--- src/rtl/dvi_in_align_ctrl.sv ---
// dvi_in_align_ctrl: link-alignment sequencer for the three TMDS deserialiser
// pipelines (ch0=blue, ch1=green, ch2=red). It sweeps the input delay taps of
// each channel, scores every tap with the pipeline quality metric, applies the
// chosen tap, then bitslips until the channel reports valid symbols.
// Optional build macro: DVI_IN_ALIGN_WINDOW_EN. When defined, the tap is the
// centre of the longest run of passing taps instead of the arg-max tap.
//
// Handshake: start_i and abort_i are single-cycle pulses sampled on clk_i with
// no ready. start_i is accepted only while idle or done (dropped while busy_o),
// abort_i is accepted in every state and wins over a coincident start_i.
// The FSM state is held in state_q (type state_e) for checker binding.
module dvi_in_align_ctrl #(
  parameter int DelayW       = 5,
  parameter int QualityW     = 8,
  parameter int SettleCycles = 16,
  parameter int DwellCycles  = 1024,
  parameter int MaxSlips     = 10,
  parameter int MinQuality   = 16
) (
  input  logic                  clk_i,
  input  logic                  rst_ni,
  input  logic                  start_i,
  input  logic                  abort_i,
  input  logic [2:0]            valid_i,
  input  logic [3*QualityW-1:0] quality_i,
  output logic [2:0]            override_o,
  output logic [3*DelayW-1:0]   delay_o,
  output logic [2:0]            bitslip_o,
  output logic                  busy_o,
  output logic                  done_o,
  output logic [2:0]            fail_ch_o,
  output logic                  irq_done_o
);

  localparam int NumTaps = 2 ** DelayW;
  localparam int CntW    = $clog2(SettleCycles + DwellCycles + 1);
  localparam int SlipW   = $clog2(MaxSlips + 2);
  // Settle after a bitslip lasts one cycle longer: the pulse cycle itself.
  localparam logic [CntW-1:0]     SettleLd     = CntW'(SettleCycles - 1);
  localparam logic [CntW-1:0]     SlipSettleLd = CntW'(SettleCycles);
  localparam logic [CntW-1:0]     DwellLd      = CntW'(DwellCycles - 1);
  localparam logic [DelayW-1:0]   LastTap      = {DelayW{1'b1}};
  localparam logic [QualityW-1:0] MinQ         = QualityW'(MinQuality);
  localparam logic [SlipW-1:0]    SlipMax      = SlipW'(MaxSlips);

  typedef enum logic [2:0] {
    IDLE, SET_DELAY, DWELL, APPLY, SLIP_WAIT, SLIP_DWELL, NEXT_CH, DONE
  } state_e;

  state_e                     state_q, state_d;
  logic [CntW-1:0]            cnt_q, cnt_d;
  logic [1:0]                 ch_q, ch_d;
  logic [DelayW-1:0]          tap_q, tap_d;
  logic [QualityW-1:0]        best_q_q, best_q_d;
  logic [DelayW-1:0]          best_tap_q, best_tap_d;
  logic [SlipW-1:0]           slip_q, slip_d;
  logic [2:0]                 override_q, override_d;
  logic [2:0][DelayW-1:0]     delay_q, delay_d;
  logic [2:0]                 bitslip_q, bitslip_d;
  logic                       busy_q, busy_d;
  logic                       done_q, done_d;
  logic [2:0]                 fail_q, fail_d;
  logic                       irq_q, irq_d;
  logic [2:0][QualityW-1:0]   quality_arr;
  logic [QualityW-1:0]        q_sel;
  logic                       cnt_zero;

  assign quality_arr = quality_i;
  assign q_sel       = quality_arr[ch_q];
  assign cnt_zero    = (cnt_q == '0);

`ifdef DVI_IN_ALIGN_WINDOW_EN
  // Pass mask of the channel being calibrated; cleared when a channel starts.
  logic [NumTaps-1:0] mask_q, mask_d;
  logic [DelayW-1:0]  win_tap;
  logic               win_found;
  int                 run_len, run_first, win_len, win_first;

  // Longest run of passing taps; strict compare keeps the earliest run on ties.
  always_comb begin
    run_len   = 0;
    run_first = 0;
    win_len   = 0;
    win_first = 0;
    for (int i = 0; i < NumTaps; i++) begin
      if (mask_q[i]) begin
        if (run_len == 0) run_first = i;
        run_len = run_len + 1;
        if (run_len > win_len) begin
          win_len   = run_len;
          win_first = run_first;
        end
      end else begin
        run_len = 0;
      end
    end
    win_found = (win_len != 0);
    win_tap   = win_found ? DelayW'(win_first + (win_len - 1) / 2) : '0;
  end
`endif

  // Next-state and registered-output logic of the calibration sequencer.
  always_comb begin
    state_d    = state_q;
    cnt_d      = cnt_zero ? cnt_q : cnt_q - CntW'(1);
    ch_d       = ch_q;
    tap_d      = tap_q;
    best_q_d   = best_q_q;
    best_tap_d = best_tap_q;
    slip_d     = slip_q;
    override_d = override_q;
    delay_d    = delay_q;
    bitslip_d  = '0;
    busy_d     = busy_q;
    done_d     = done_q;
    fail_d     = fail_q;
    irq_d      = 1'b0;
`ifdef DVI_IN_ALIGN_WINDOW_EN
    mask_d     = mask_q;
`endif
    unique case (state_q)
      IDLE, DONE: begin
        if (start_i) begin
          state_d    = SET_DELAY;
          cnt_d      = SettleLd;
          busy_d     = 1'b1;
          done_d     = 1'b0;
          fail_d     = '0;
          override_d = 3'b111;
          delay_d    = '0;
          ch_d       = '0;
          tap_d      = '0;
          best_q_d   = '0;
          best_tap_d = '0;
          slip_d     = '0;
`ifdef DVI_IN_ALIGN_WINDOW_EN
          mask_d     = '0;
`endif
        end else if (state_q == DONE) begin
          state_d = IDLE;
        end
      end
      SET_DELAY: begin
        if (cnt_zero) begin
          state_d = DWELL;
          cnt_d   = DwellLd;
        end
      end
      DWELL: begin
        if (cnt_zero) begin
          if (q_sel > best_q_q) begin
            best_q_d   = q_sel;
            best_tap_d = tap_q;
          end
`ifdef DVI_IN_ALIGN_WINDOW_EN
          mask_d[tap_q] = (q_sel >= MinQ);
`endif
          if (tap_q == LastTap) begin
            state_d = APPLY;
          end else begin
            tap_d         = tap_q + DelayW'(1);
            delay_d[ch_q] = tap_q + DelayW'(1);
            state_d       = SET_DELAY;
            cnt_d         = SettleLd;
          end
        end
      end
      APPLY: begin
`ifdef DVI_IN_ALIGN_WINDOW_EN
        delay_d[ch_q] = win_tap;
        if (!win_found) begin
`else
        delay_d[ch_q] = best_tap_q;
        if (best_q_q < MinQ) begin
`endif
          fail_d[ch_q] = 1'b1;
          state_d      = NEXT_CH;
        end else begin
          slip_d  = '0;
          state_d = SLIP_WAIT;
          cnt_d   = SettleLd;
        end
      end
      SLIP_WAIT: begin
        if (cnt_zero) begin
          state_d = SLIP_DWELL;
          cnt_d   = DwellLd;
        end
      end
      SLIP_DWELL: begin
        if (cnt_zero) begin
          if (valid_i[ch_q]) begin
            state_d = NEXT_CH;
          end else if (slip_q == SlipMax) begin
            fail_d[ch_q] = 1'b1;
            state_d      = NEXT_CH;
          end else begin
            bitslip_d[ch_q] = 1'b1;
            slip_d          = slip_q + SlipW'(1);
            state_d         = SLIP_WAIT;
            cnt_d           = SlipSettleLd;
          end
        end
      end
      NEXT_CH: begin
        if (ch_q == 2'd2) begin
          state_d = DONE;
          busy_d  = 1'b0;
          done_d  = 1'b1;
          irq_d   = 1'b1;
        end else begin
          ch_d          = ch_q + 2'd1;
          tap_d         = '0;
          best_q_d      = '0;
          best_tap_d    = '0;
          slip_d        = '0;
          delay_d[ch_d] = '0;
          state_d       = SET_DELAY;
          cnt_d         = SettleLd;
`ifdef DVI_IN_ALIGN_WINDOW_EN
          mask_d        = '0;
`endif
        end
      end
      default: state_d = IDLE;
    endcase
    // Abort releases the pipeline controls from any state, without an irq.
    if (abort_i) begin
      state_d    = IDLE;
      cnt_d      = '0;
      ch_d       = '0;
      tap_d      = '0;
      best_q_d   = '0;
      best_tap_d = '0;
      slip_d     = '0;
      override_d = '0;
      delay_d    = '0;
      bitslip_d  = '0;
      busy_d     = 1'b0;
      done_d     = 1'b0;
      fail_d     = '0;
      irq_d      = 1'b0;
`ifdef DVI_IN_ALIGN_WINDOW_EN
      mask_d     = '0;
`endif
    end
  end

  // State register and registered outputs.
  always_ff @(posedge clk_i or negedge rst_ni) begin
    if (!rst_ni) begin
      state_q    <= IDLE;
      cnt_q      <= '0;
      ch_q       <= '0;
      tap_q      <= '0;
      best_q_q   <= '0;
      best_tap_q <= '0;
      slip_q     <= '0;
      override_q <= '0;
      delay_q    <= '0;
      bitslip_q  <= '0;
      busy_q     <= 1'b0;
      done_q     <= 1'b0;
      fail_q     <= '0;
      irq_q      <= 1'b0;
`ifdef DVI_IN_ALIGN_WINDOW_EN
      mask_q     <= '0;
`endif
    end else begin
      state_q    <= state_d;
      cnt_q      <= cnt_d;
      ch_q       <= ch_d;
      tap_q      <= tap_d;
      best_q_q   <= best_q_d;
      best_tap_q <= best_tap_d;
      slip_q     <= slip_d;
      override_q <= override_d;
      delay_q    <= delay_d;
      bitslip_q  <= bitslip_d;
      busy_q     <= busy_d;
      done_q     <= done_d;
      fail_q     <= fail_d;
      irq_q      <= irq_d;
`ifdef DVI_IN_ALIGN_WINDOW_EN
      mask_q     <= mask_d;
`endif
    end
  end

  assign override_o = override_q;
  assign delay_o    = delay_q;
  assign bitslip_o  = bitslip_q;
  assign busy_o     = busy_q;
  assign done_o     = done_q;
  assign fail_ch_o  = fail_q;
  assign irq_done_o = irq_q;

endmodule

--- config.mk ---
export PLATFORM = sky130hd
export DESIGN_NAME = dvi_in_align_ctrl
export DESIGN_NICKNAME = d
export VERILOG_FILES = /design/src/rtl/dvi_in_align_ctrl.sv
export SDC_FILE = /design/constraint.sdc
export NUM_CORES = 1
export LEC_CHECK = 0
export CAP_MARGIN = 30
export CORE_ASPECT_RATIO = 0.7
export CORE_MARGIN = 3
export CORE_UTILIZATION = 34
export DETAILED_ROUTE_END_ITERATION = 12
export PLACE_DENSITY = 0.58
export REMOVE_ABC_BUFFERS = 1
export SLEW_MARGIN = 10
export SYNTH_ARGS = -nofsm -noshare
export SYNTH_HDL_FRONTEND = slang
export SYNTH_SLANG_ARGS = --single-unit
--- constraint.sdc ---
create_clock -name clk_i -period 7.25 [get_ports clk_i]
set_input_delay 0.725 -clock clk_i [delete_from_list [all_inputs] [get_ports clk_i]]
set_output_delay 0.725 -clock clk_i [all_outputs]
set_load 0.01 [all_outputs]
==> results.py <==
metrics = {
    "synth": {
        "synthFlopType": "dfrtp_1",
        "synth_edf_count": 0,
        "syn_inst": 489,
        "synthesis.area_mm2": 0.00417,
        "syn_area_per_cell_um2": 8.53,
        "ys_seq_area_share_pct": 37.8,
        "ys_async_sr_fraction_pct": 100,
        "yosys_warnings": 0,
        "yosysUniqueCellTypes": 61,
        "synth_seq_cells": 63,
    },
    "placed_design": {
        "io_buffers": 57,
        "place_ws_ns": 3.64,
        "placed_cell_area_mm2": 0.00483,
        "gp_congestion": 0.842,
        "dpl.hpwl_um": 8310,
    },
    "layout": {
        "syn2layout_area_growth_pct": 24.1,
        "final_cell_mix": "nand2_1 (65), dfrtp_1 (63), clkdlybuf4s50_1 (56)",
        "final_common_cell": "nand2_1",
        "num_antenna_cells": 0,
        "nNetsFinal": 582,
        "fin_area_mm2": 0.00518,
        "fill_cells": 1129,
        "final_util_pct": 43.7,
        "drive_gt1_share_pct": 7.26,
    },
    "floorplan": {
        "core_area_mm2": 0.0119,
        "io_pins": 58,
        "dieWidth_um": 138,
        "rows": 33,
        "die-area_mm2": 0.0137,
        "die_y_um": 98.7,
        "initial_core_util_pct": 35.2,
    },
    "clock_network": {
        "clk_latency_ns": 0.34,
        "hold_buffers": 0,
        "cts_resized": 0,
        "htreeDepth": 3,
        "ctsRootBufferMaster": "clkbuf_16",
        "numCtsBuffers": 9,
        "cts_tree": "yes",
        "post_cts_buffers": 0,
        "clock-sinks": 63,
        "clk_pin_slew_ns": 0.06,
        "clock_path_buffers": 2,
    },
    "timing": {
        "final-max-slew-violation-count": 0,
        "layout_worst_path_cycle_share_pct": 47.6,
        "period_needed_ns": 3.45,
        "setup_viol": 0,
        "holdWs_ns": 0.508,
        "clock-skew-final_ns": 0.00666,
        "relSlewSlack_pct": 38.5,
        "setup_tns_ns": 0,
        "worst_pin_slew_ns": 0.914,
        "setup_slack_ns": 3.80,
        "max_freq_mhz": 290,
        "rsz0062_at_grt": "false",
        "hold_viol": 0,
    },
    "drt": {
        "vias": 3847,
        "detail_route.iter0.violations": 292,
        "first_pass_iters": 4,
        "drtAntennaViolNets": 0,
        "wl_per_cell_um": 16.8,
        "drc": 0,
        "routed_wl_um": 11700,
        "vias_per_cell": 5.54,
    },
    "flow_run": {
        "cap_violations": 0,
    },
    "grt": {
        "grt_overflow_total": 0,
        "grt_first_pass_wirelength_um": 19400,
        "met1_usage_pct": 25.9,
        "busiest_layer": "met1",
        "grt_pass1_vias": 3722,
        "use_met2_pct": 25.4,
        "grt_max_degree": 64,
        "track_usage_pct": 17.4,
        "met3_usage_pct": 4.12,
        "antenna_found_initial": 0,
    },
    "setup_path": {
        "start_kind": "flop",
        "cp.required_ns": 7.52,
        "path_buf_inv": 1,
        "path_class": "flop to flop",
        "crit_fanout": 16,
        "critPathTopFamily": "simple AND/OR/NAND/NOR gates",
        "cp.arrival_ns": 3.72,
        "crit_slowest_cell": "dfrtp_1",
        "path_cells": "inv_1 > nor2_1 > nand2_1 > o21ai_0 > ha_1 > nor2b_1 > o211ai_1 > a211o_1 > a221oi_4 > and2b_1 > a22o_1",
        "end_kind": "flop",
        "cpPeakStageDelay_ns": 0.65,
    },
    "power": {
        "p_per_area_mw_per_mm2": 221,
        "peakVddDrop_mv": 0.136,
        "power.leakage_nw": 2.14,
    },
    "outcome": {
        "status": "finished, final reports clean",
    },
    "worst_hold_path": {
        "hp-class": "flop to flop",
    },
}
## sequential cells by signal (all words and copies together) (netlist names)
register and flops:
fail_ch_o 3, bitslip_o 3, override_o 1, state_q 3, cnt_q 11, best_q_q 8
slip_q 4, best_tap_q 5, done_o 1, delay_o 15, tap_q 5, irq_done_o 1
busy_o 1, ch_q 2
## through the flow
stage                     power [mW]  std cells
final                           1.14        694
after global routing            1.20        694
after CTS                       1.15        694
after detailed placement       0.644        678
after global placement         0.641        678
after floorplan                0.560        459
## path summary, 6_finish.rpt
check	start	depth (start not counted)	slack, ns	endpoint
worst max-delay path	ch_q[0]	11	3.80	best_q_q[2]
worst min-delay path	delay_o[8]	1	0.51	delay_o[8]
worst max register to register	ch_q[0]	11	3.80	best_q_q[2]
worst min register to register	delay_o[8]	1	0.51	delay_o[8]
max in group asynchronous	rst_ni	2	6.13	cnt_q[10]
min in group asynchronous	rst_ni	2	0.56	best_q_q[6]
## where the power goes
| part | leakage (nW) | total, mW | internal, mW | switching (mW) |
|---|---|---|---|---|
| sequential | 0.868 | 0.387 | 0.368 | 0.0193 |
| clock | 0.170 | 0.503 | 0.337 | 0.167 |
| combinational | 1.10 | 0.253 | 0.0987 | 0.155 |
| total | 2.14 | 1.14 | 0.803 | 0.341 |
## cell families after synthesis
kind of cell	synth area share, %
compound gates	23.9
flops	37.8
mux	2.70
simple gates	23.3
buf+inv	5.16
xor+xnor	1.26
fa+ha+maj	5.94
## layout make-up
cell class | count | area (µm²) | area share [%]
clock buffer | 9 | 225 | 4.35
timing repair buffer | 62 | 603 | 11.6
inverter | 20 | 75.1 | 1.45
tap | 157 | 196 | 3.79
multi-input combinational | 376 | 2380 | 46.0
sequential | 63 | 1580 | 30.4
clock inverter | 7 | 121 | 2.34
## routing by layer
| layer | vias up | part of all wire [%] | wire length [µm] |
|---|---|---|---|
| met5 | - | 0 | 0 |
| met4 | 0 | 0.85 | 99 |
| met3 | 9 | 4.6 | 538 |
| met2 | 90 | 43 | 5040 |
| met1 | 1880 | 51 | 5990 |
| li1 | 1868 | - | - |
## cell usage after synthesis, types with 6 or more instances
| cell | count | area, µm² |
|---|---|---|
| ha_1 | 19 | 238 |
| nor3_1 | 20 | 100 |
| a21o_1 | 7 | 52.6 |
| dfrtp_1 | 63 | 1580 |
| inv_1 | 19 | 71.3 |
| a21oi_1 | 33 | 165 |
| a22o_1 | 20 | 175 |
| o21ai_0 | 40 | 200 |
| and3_1 | 6 | 37.5 |
| nand2b_1 | 9 | 56.3 |
| o311ai_0 | 10 | 87.6 |
| mux2i_1 | 9 | 90.1 |
| nand3_1 | 22 | 110 |
| nand2_1 | 65 | 244 |
| nor2_1 | 35 | 131 |
| clkbuf_1 | 20 | 75.1 |
| a211oi_1 | 8 | 60.1 |
Power figures use the tool's default switching activity.
